File: src/rtl/cpu_trace_parser.sv
// cpu_trace_parser: byte-serial checker and field extractor for CPU trace
// lines of the form ^<time>@<pc>: $<grf> <= <data># (register write) or
// ^<time>@<pc>: *<addr> <= <data># (memory write). Decoded fields are latched
// when a line completes; malformed and semantically bad lines are counted.
module cpu_trace_parser #(
  parameter int TIME_DIGITS = 4,
  parameter int GRF_DIGITS  = 4,
  parameter int HEX_DIGITS  = 8,
  parameter int TIME_W      = 16,
  parameter int GRF_W       = 14,
  parameter int ERR_W       = 8,
  localparam int HW         = 4 * HEX_DIGITS
) (
  input  logic              clk,
  input  logic              reset,
  input  logic [7:0]        char,
  output logic [1:0]        format_type,
  output logic              line_valid,
  output logic              sem_err,
  output logic [TIME_W-1:0] time_val,
  output logic [HW-1:0]     pc_val,
  output logic [GRF_W-1:0]  grf_idx,
  output logic [HW-1:0]     addr_val,
  output logic [HW-1:0]     data_val,
  output logic [ERR_W-1:0]  err_cnt
);

  localparam int MAXD_A = (TIME_DIGITS > GRF_DIGITS) ? TIME_DIGITS : GRF_DIGITS;
  localparam int MAXD   = (MAXD_A > HEX_DIGITS) ? MAXD_A : HEX_DIGITS;
  localparam int CW     = $clog2(MAXD + 1) + 1;

  localparam logic [7:0] CH_CARET = 8'h5E;
  localparam logic [7:0] CH_AT    = 8'h40;
  localparam logic [7:0] CH_COLON = 8'h3A;
  localparam logic [7:0] CH_SPACE = 8'h20;
  localparam logic [7:0] CH_DOLL  = 8'h24;
  localparam logic [7:0] CH_STAR  = 8'h2A;
  localparam logic [7:0] CH_LT    = 8'h3C;
  localparam logic [7:0] CH_EQ    = 8'h3D;
  localparam logic [7:0] CH_HASH  = 8'h23;

  typedef enum logic [3:0] {
    S_IDLE, S_TIME, S_PC, S_SP1,
    S_R_IDX, S_R_SP, S_R_LT,
    S_M_ADDR, S_M_SP, S_M_LT,
    S_EQ_SP, S_DATA,
    S_R_DONE, S_M_DONE
  } state_t;

  state_t             state_q, state_d;
  logic [CW-1:0]      cnt_q, cnt_d;
  logic               branch_m_q, branch_m_d;
  logic [TIME_W-1:0]  tsh_q, tsh_d;
  logic [HW-1:0]      pcsh_q, pcsh_d;
  logic [GRF_W-1:0]   grfsh_q, grfsh_d;
  logic [HW-1:0]      addrsh_q, addrsh_d;
  logic [HW-1:0]      datash_q, datash_d;

  logic [TIME_W-1:0]  time_q;
  logic [HW-1:0]      pc_q, addr_q, data_q;
  logic [GRF_W-1:0]   grf_q;
  logic [ERR_W-1:0]   err_q;
  logic               sem_q;

  logic               is_dec, is_hex;
  logic [3:0]         nib;
  logic               abandon, restart, accept, sem_line;

  // Classify the incoming character; only lowercase hex counts as hex.
  always_comb begin
    is_dec = (char >= 8'h30) && (char <= 8'h39);
    is_hex = is_dec || ((char >= 8'h61) && (char <= 8'h66));
    nib    = is_dec ? char[3:0] : (char[3:0] + 4'd9);
  end

  // Semantic check on the shadow fields of the line about to complete.
  always_comb begin
    if (branch_m_q)
      sem_line = (pcsh_q[1:0] != 2'b00) || (addrsh_q[1:0] != 2'b00);
    else
      sem_line = (pcsh_q[1:0] != 2'b00) || (grfsh_q > GRF_W'(31));
  end

  // Next-state, digit counting and shadow-field accumulation.
  always_comb begin
    state_d    = state_q;
    cnt_d      = cnt_q;
    branch_m_d = branch_m_q;
    tsh_d      = tsh_q;
    pcsh_d     = pcsh_q;
    grfsh_d    = grfsh_q;
    addrsh_d   = addrsh_q;
    datash_d   = datash_q;
    abandon    = 1'b0;
    restart    = 1'b0;
    accept     = 1'b0;

    // A caret mid-line resyncs; in IDLE and the DONE states it simply starts a line.
    if (char == CH_CARET && state_q != S_IDLE && state_q != S_R_DONE && state_q != S_M_DONE) begin
      abandon = 1'b1;
      restart = 1'b1;
    end else begin
      unique case (state_q)
        S_IDLE: begin
          if (char == CH_CARET) restart = 1'b1;
        end
        S_TIME: begin
          if (is_dec && cnt_q < CW'(TIME_DIGITS)) begin
            tsh_d = TIME_W'(tsh_q * TIME_W'(10)) + TIME_W'(nib);
            cnt_d = cnt_q + CW'(1);
          end else if (char == CH_AT && cnt_q != '0) begin
            state_d = S_PC;
            cnt_d   = '0;
          end else abandon = 1'b1;
        end
        S_PC: begin
          if (is_hex && cnt_q < CW'(HEX_DIGITS)) begin
            pcsh_d = (pcsh_q << 4) | HW'(nib);
            cnt_d  = cnt_q + CW'(1);
          end else if (char == CH_COLON && cnt_q == CW'(HEX_DIGITS)) begin
            state_d = S_SP1;
            cnt_d   = '0;
          end else abandon = 1'b1;
        end
        S_SP1: begin
          if (char == CH_SPACE) begin
            state_d = S_SP1;
          end else if (char == CH_DOLL) begin
            state_d    = S_R_IDX;
            branch_m_d = 1'b0;
            cnt_d      = '0;
          end else if (char == CH_STAR) begin
            state_d    = S_M_ADDR;
            branch_m_d = 1'b1;
            cnt_d      = '0;
          end else abandon = 1'b1;
        end
        S_R_IDX: begin
          if (is_dec && cnt_q < CW'(GRF_DIGITS)) begin
            grfsh_d = GRF_W'(grfsh_q * GRF_W'(10)) + GRF_W'(nib);
            cnt_d   = cnt_q + CW'(1);
          end else if (char == CH_SPACE && cnt_q != '0) begin
            state_d = S_R_SP;
          end else if (char == CH_LT && cnt_q != '0) begin
            state_d = S_R_LT;
          end else abandon = 1'b1;
        end
        S_R_SP: begin
          if (char == CH_SPACE) state_d = S_R_SP;
          else if (char == CH_LT) state_d = S_R_LT;
          else abandon = 1'b1;
        end
        S_M_ADDR: begin
          if (is_hex && cnt_q < CW'(HEX_DIGITS)) begin
            addrsh_d = (addrsh_q << 4) | HW'(nib);
            cnt_d    = cnt_q + CW'(1);
          end else if (char == CH_SPACE && cnt_q == CW'(HEX_DIGITS)) begin
            state_d = S_M_SP;
          end else if (char == CH_LT && cnt_q == CW'(HEX_DIGITS)) begin
            state_d = S_M_LT;
          end else abandon = 1'b1;
        end
        S_M_SP: begin
          if (char == CH_SPACE) state_d = S_M_SP;
          else if (char == CH_LT) state_d = S_M_LT;
          else abandon = 1'b1;
        end
        S_R_LT, S_M_LT: begin
          if (char == CH_EQ) begin
            state_d = S_EQ_SP;
            cnt_d   = '0;
          end else abandon = 1'b1;
        end
        S_EQ_SP: begin
          if (char == CH_SPACE) begin
            state_d = S_EQ_SP;
          end else if (is_hex) begin
            state_d  = S_DATA;
            datash_d = HW'(nib);
            cnt_d    = CW'(1);
          end else abandon = 1'b1;
        end
        S_DATA: begin
          if (is_hex && cnt_q < CW'(HEX_DIGITS)) begin
            datash_d = (datash_q << 4) | HW'(nib);
            cnt_d    = cnt_q + CW'(1);
          end else if (char == CH_HASH && cnt_q == CW'(HEX_DIGITS)) begin
            accept  = 1'b1;
            state_d = branch_m_q ? S_M_DONE : S_R_DONE;
          end else abandon = 1'b1;
        end
        S_R_DONE, S_M_DONE: begin
          if (char == CH_CARET) restart = 1'b1;
          else state_d = S_IDLE;
        end
        default: state_d = S_IDLE;
      endcase
    end

    if (restart) begin
      state_d    = S_TIME;
      cnt_d      = '0;
      branch_m_d = 1'b0;
      tsh_d      = '0;
      pcsh_d     = '0;
      grfsh_d    = '0;
      addrsh_d   = '0;
      datash_d   = '0;
    end else if (abandon) begin
      state_d = S_IDLE;
    end
  end

  // Parser state, digit counter and shadow registers.
  always_ff @(posedge clk) begin
    if (reset) begin
      state_q    <= S_IDLE;
      cnt_q      <= '0;
      branch_m_q <= 1'b0;
      tsh_q      <= '0;
      pcsh_q     <= '0;
      grfsh_q    <= '0;
      addrsh_q   <= '0;
      datash_q   <= '0;
    end else begin
      state_q    <= state_d;
      cnt_q      <= cnt_d;
      branch_m_q <= branch_m_d;
      tsh_q      <= tsh_d;
      pcsh_q     <= pcsh_d;
      grfsh_q    <= grfsh_d;
      addrsh_q   <= addrsh_d;
      datash_q   <= datash_d;
    end
  end

  // Latch reported fields on completion and keep the saturating error count.
  always_ff @(posedge clk) begin
    if (reset) begin
      time_q <= '0;
      pc_q   <= '0;
      grf_q  <= '0;
      addr_q <= '0;
      data_q <= '0;
      sem_q  <= 1'b0;
      err_q  <= '0;
    end else begin
      sem_q <= accept && sem_line;
      if (accept) begin
        time_q <= tsh_q;
        pc_q   <= pcsh_q;
        data_q <= datash_q;
        if (branch_m_q) addr_q <= addrsh_q;
        else            grf_q  <= grfsh_q;
      end
      // Abandonment and a semantic error never coincide, but either alone bumps by one.
      if ((abandon || (accept && sem_line)) && err_q != '1)
        err_q <= err_q + ERR_W'(1);
    end
  end

  assign format_type = (state_q == S_R_DONE) ? 2'b01 :
                       (state_q == S_M_DONE) ? 2'b10 : 2'b00;
  assign line_valid  = (format_type != 2'b00);
  assign sem_err     = sem_q;
  assign time_val    = time_q;
  assign pc_val      = pc_q;
  assign grf_idx     = grf_q;
  assign addr_val    = addr_q;
  assign data_val    = data_q;
  assign err_cnt     = err_q;

endmodule

File: config.mk
export PLATFORM = sky130hd
export DESIGN_NAME = cpu_trace_parser
export DESIGN_NICKNAME = d
export VERILOG_FILES = /design/src/rtl/cpu_trace_parser.sv
export SDC_FILE = /design/constraint.sdc
export NUM_CORES = 1
export LEC_CHECK = 0
export CAP_MARGIN = 0
export CORE_UTILIZATION = 55
export DETAILED_ROUTE_END_ITERATION = 6
export PLACE_DENSITY_LB_ADDON = 0.12
export SLEW_MARGIN = 20
export SYNTH_ARGS = -nofsm -noshare
export SYNTH_HDL_FRONTEND = slang
export SYNTH_SLANG_ARGS = --single-unit
File: constraint.sdc
create_clock -name clk -period 5.1 [get_ports clk]
set_clock_uncertainty 0.15 [all_clocks]
set_input_delay 1.275 -clock clk [delete_from_list [all_inputs] [get_ports clk]]
set_output_delay 1.275 -clock clk [all_outputs]
set_load 0.02 [all_outputs]
==> impl_summary.log <==
INFO  metric outcome = finished clean
INFO  metric worst_hold_startpoint = pc_val[9]
INFO  metric num-nets-final = 1622
INFO  metric tritoncts.num_buffers = 28
INFO  metric worst_r2r_startpoint = tsh_q[4]
INFO  metric design.core.area = 0.0212 mm2
INFO  metric antennaDiodeCount = 0
INFO  metric via_count_of_the_first_global_routing_pass = 9326
INFO  metric unrepaired_setup_endpoints_after_global_routing = no
INFO  metric detail-route-antenna-nets = 0
INFO  metric critical_path.max_stage_delay = 0.54 ns
INFO  metric yosys.cell_count.top_type = sky130_fd_sc_hd__nand2_1
INFO  metric worstPathRequired = 5.40 ns
INFO  metric final.hold.worst_slack = 0.301 ns
INFO  metric synth-edff-count = 0
INFO  metric regArea = 0.00543 mm2
INFO  metric fin_crit_sh = 90.5%
INFO  metric crit_path_max_fanout = 4
INFO  metric grt.total_usage = 24.5%
INFO  metric maxCapViolations = 0
INFO  metric critical_path.cell_chain = clkdlybuf4s50_1 > inv_1 > ha_1 > o21ba_2 > o21ai_2 > nand2_1 > xnor2_1 > inv_1 > ha_1 > a21o_1 > nand2_1 > nor3b_1 > nand3_1 > nor4_1 > nand3_1 > xnor2_1 > a211oi_1
INFO  metric place.detailed.hpwl = 18.3 mm
INFO  metric avgViaCountPerCell = 5.47
INFO  metric routabilityCongestion = 0.887
INFO  metric post_route_cells_drive_above_1_share = 6.49%
INFO  metric initial_antenna_violation_count = 0
INFO  metric clock_path_buffers = 3
INFO  metric timing_worst_slew_pin_value = 0.913 ns
INFO  metric htree_num_levels = 1
INFO  metric grt.overflow.total = 0
INFO  metric pwr_density_cell = 319 mW/mm2
INFO  metric post_synth_fa_ha_maj_area_fraction = 6.50%
INFO  metric port_buffers = 147
INFO  metric synth.ff_latch_count = 271
INFO  metric io_pins = 148
INFO  metric fillers = 1769
INFO  metric crit_path_start_kind = input pin
INFO  metric yosysUniqueCellTypes = 76
INFO  metric post_synth_and_or_nand_nor_area_fraction = 21.5%
INFO  metric postCtsHoldBufs = 0
INFO  metric worstSetupStartpoint = char[0]
INFO  metric critPathKind = input pin to register
INFO  metric cell_type_with_the_highest_aggregate_area_in_the_netlist = sky130_fd_sc_hd__dfxtp_1
INFO  metric synth_seq_area_share = 45.2%
INFO  metric firstDrtPassIters = 4
INFO  metric synth_top_family_by_area = simple AND/OR/NAND/NOR gates
INFO  metric cts_post_setup_buffers_inserted = 0
INFO  metric netlist_top_cells_area = sky130_fd_sc_hd__dfxtp_1 (45%), sky130_fd_sc_hd__nand2_1 (10%), sky130_fd_sc_hd__a21oi_1 (7.7%)
INFO  metric drt-initial-drc-count = 564
INFO  metric worst_setup_hold_path_clk_slew = 0.06 ns
INFO  metric post-route-min-period = 4.62 ns
INFO  metric synth-xor-area-share = 3.72%
INFO  metric vdd.ir_drop.worst = 0.000226 V
INFO  metric flow.area_growth_from_synthesis = 22.2%
INFO  metric hold_class = register to register
INFO  metric floorplan.rows = 53
INFO  metric postRouteWirelength = 27.6 mm
INFO  metric grt_pass1_wl = 45.4 mm
INFO  metric clk_latency = 0.55 ns
INFO  metric clock_tree_from_tritoncts = built
INFO  metric crit_slowest_cell = sky130_fd_sc_hd__clkdlybuf4s50_1
INFO  metric detail_route.wl_per_cell = 15.0 um
INFO  metric synth_area_per_cell = 8.38 um2
INFO  metric slew_viol_final = 0
INFO  metric die_height = 150 um
INFO  metric post_cts_resized = 0
INFO  metric grt_start_max_net_pins = 90
INFO  metric post-route-util = 69.2%
INFO  metric worstSetupEndpointType = register
INFO  metric detailroute.via_count = 10100
INFO  metric design.die.area = 0.0224 mm2
INFO  metric async_reset_ff_share = 0%
INFO  metric synth_cells = 1434
INFO  metric cts_root_buf = sky130_fd_sc_hd__clkbuf_16
INFO  metric dieWidth = 150 um
INFO  metric initial_utilization = 56.6%
INFO  metric area_occupied_by_multi_input_gates = 0.00618 mm2
INFO  metric drt_drc_violations_left = 0
INFO  metric synth_warnings = 0
INFO  metric ys.flop_type = sky130_fd_sc_hd__dfxtp_1
INFO  metric setup_viol_count_final = 0
INFO  metric syn_nets = 1504
INFO  metric layout.cells.non_filler = 1847
INFO  metric achievable-frequency = 217 MHz
INFO  metric yosys-top-cells-count = sky130_fd_sc_hd__nand2_1 (328), sky130_fd_sc_hd__dfxtp_1 (271), sky130_fd_sc_hd__a21oi_1 (185)
INFO  metric finalHoldViolations = 0
INFO  metric netlist.area_leader.share = 45.2%
INFO  metric placed_instances = 1797
INFO  metric synth-compound-area-share = 15.5%
INFO  metric mappedNetlistArea = 0.0120 mm2
INFO  metric worstPathArrival = 4.92 ns
INFO  metric power_leakage = 5.30 nW
INFO  metric slew_headroom = 39.1%
INFO  metric clkSinkCount = 271
INFO  metric multiplexer_area_fraction_after_synthesis = 3.94%
state kept, by name (all words and copies together) (netlist names):
register    count
addr_val       32
addrsh_q       32
branch_m_q      1
cnt_q           5
data_val       32
datash_q       32
err_cnt         8
grf_idx        14
grfsh_q        14
pc_val         32
pcsh_q         32
sem_err         1
state_q         4
time_val       16
tsh_q          16
path summary, 6_finish.rpt:
path / slack [ns] / endpoint / cells after the start
setup / recovery: 0.48 / tsh_q[15] / 17
hold / removal: 0.30 / pc_val[9] / 2
setup reg to reg: 1.76 / tsh_q[14] / 10
hold reg to reg: 0.30 / pc_val[9] / 2
cell families (layout without fill, tap and decap cells):
group / after synthesis / after routing
simple gates: 591 / 591
mux: 47 / 47
compound gates: 309 / 309
buf+inv: 105 / 243
xor+xnor: 51 / 51
fa+ha+maj: 60 / 60
flops: 271 / 271
critical path, delay by kind of cell:
family          cells  cell delay [ns]
compound gates      4             0.77
xor+xnor            2             0.34
fa+ha+maj           2             0.56
buf+inv             3             0.73
simple gates        6             1.23
cell type report:
type | count | area share, %
timing repair buffer | 173 | 11.5
sequential | 271 | 37.0
multi-input combinational | 1058 | 42.1
tap | 275 | 2.34
clock buffer | 36 | 5.39
inverter | 20 | 0.512
clock inverter | 14 | 1.19
where the power goes:
| group | internal [mW] | total, mW | leakage (nW) | switching [mW] |
|---|---|---|---|---|
| sequential | 2.13 | 2.18 | 2.18 | 0.0500 |
| combinational | 0.164 | 0.414 | 2.63 | 0.250 |
| clock | 1.25 | 2.08 | 0.484 | 0.835 |
stage by stage:
stage	power (mW)	setup WS, ns	TNS (ns)	instance area (um2)
after global routing	4.85	0.0751	0	14700
after floorplan	2.53	0.566	0	12000
after global placement	2.64	0.117	0	13700
after detailed placement	2.64	-0.0631	-0.114	13700
after CTS	4.71	0.485	0	14700
final	4.68	0.483	0	14700
placed cells by master (no fill, tap or decap), types with 4 or more instances in the layout:
| cell | instances |
|---|---|
| sky130_fd_sc_hd__o211ai_1 | 5 |
| sky130_fd_sc_hd__mux2i_1 | 45 |
| sky130_fd_sc_hd__a211oi_1 | 26 |
| sky130_fd_sc_hd__inv_1 | 20 |
| sky130_fd_sc_hd__clkbuf_8 | 6 |
| sky130_fd_sc_hd__clkdlybuf4s50_1 | 146 |
| sky130_fd_sc_hd__xor2_1 | 19 |
| sky130_fd_sc_hd__and3_1 | 7 |
| sky130_fd_sc_hd__a21oi_1 | 185 |
| sky130_fd_sc_hd__dfxtp_1 | 271 |
| sky130_fd_sc_hd__buf_4 | 25 |
| sky130_fd_sc_hd__clkinv_2 | 9 |
| sky130_fd_sc_hd__clkbuf_16 | 28 |
| sky130_fd_sc_hd__nand2b_1 | 12 |
| sky130_fd_sc_hd__nor4_1 | 4 |
| sky130_fd_sc_hd__a22oi_1 | 28 |
| sky130_fd_sc_hd__a21o_1 | 10 |
| sky130_fd_sc_hd__nand3_1 | 18 |
| sky130_fd_sc_hd__nor4b_1 | 4 |
| sky130_fd_sc_hd__ha_1 | 56 |
| sky130_fd_sc_hd__a31oi_1 | 5 |
| sky130_fd_sc_hd__o2111ai_1 | 4 |
| sky130_fd_sc_hd__or3_1 | 5 |
| sky130_fd_sc_hd__nor2_1 | 146 |
| sky130_fd_sc_hd__xnor2_1 | 32 |
| sky130_fd_sc_hd__nor3_1 | 16 |
| sky130_fd_sc_hd__fa_1 | 4 |
| sky130_fd_sc_hd__nor3b_1 | 8 |
| sky130_fd_sc_hd__nand2_1 | 326 |
| sky130_fd_sc_hd__nor2b_1 | 4 |
| sky130_fd_sc_hd__o21ai_0 | 16 |
metal layers:
layer	GRT usage, %	up-vias	share of wire, %
li1	-	5144	-
met5	0	-	0
met3	3.26	39	3.6
met2	40.5	179	47
met1	33.8	4740	48
met4	5.76	0	1.6
Note: power is estimated with default switching activity, not from simulation.
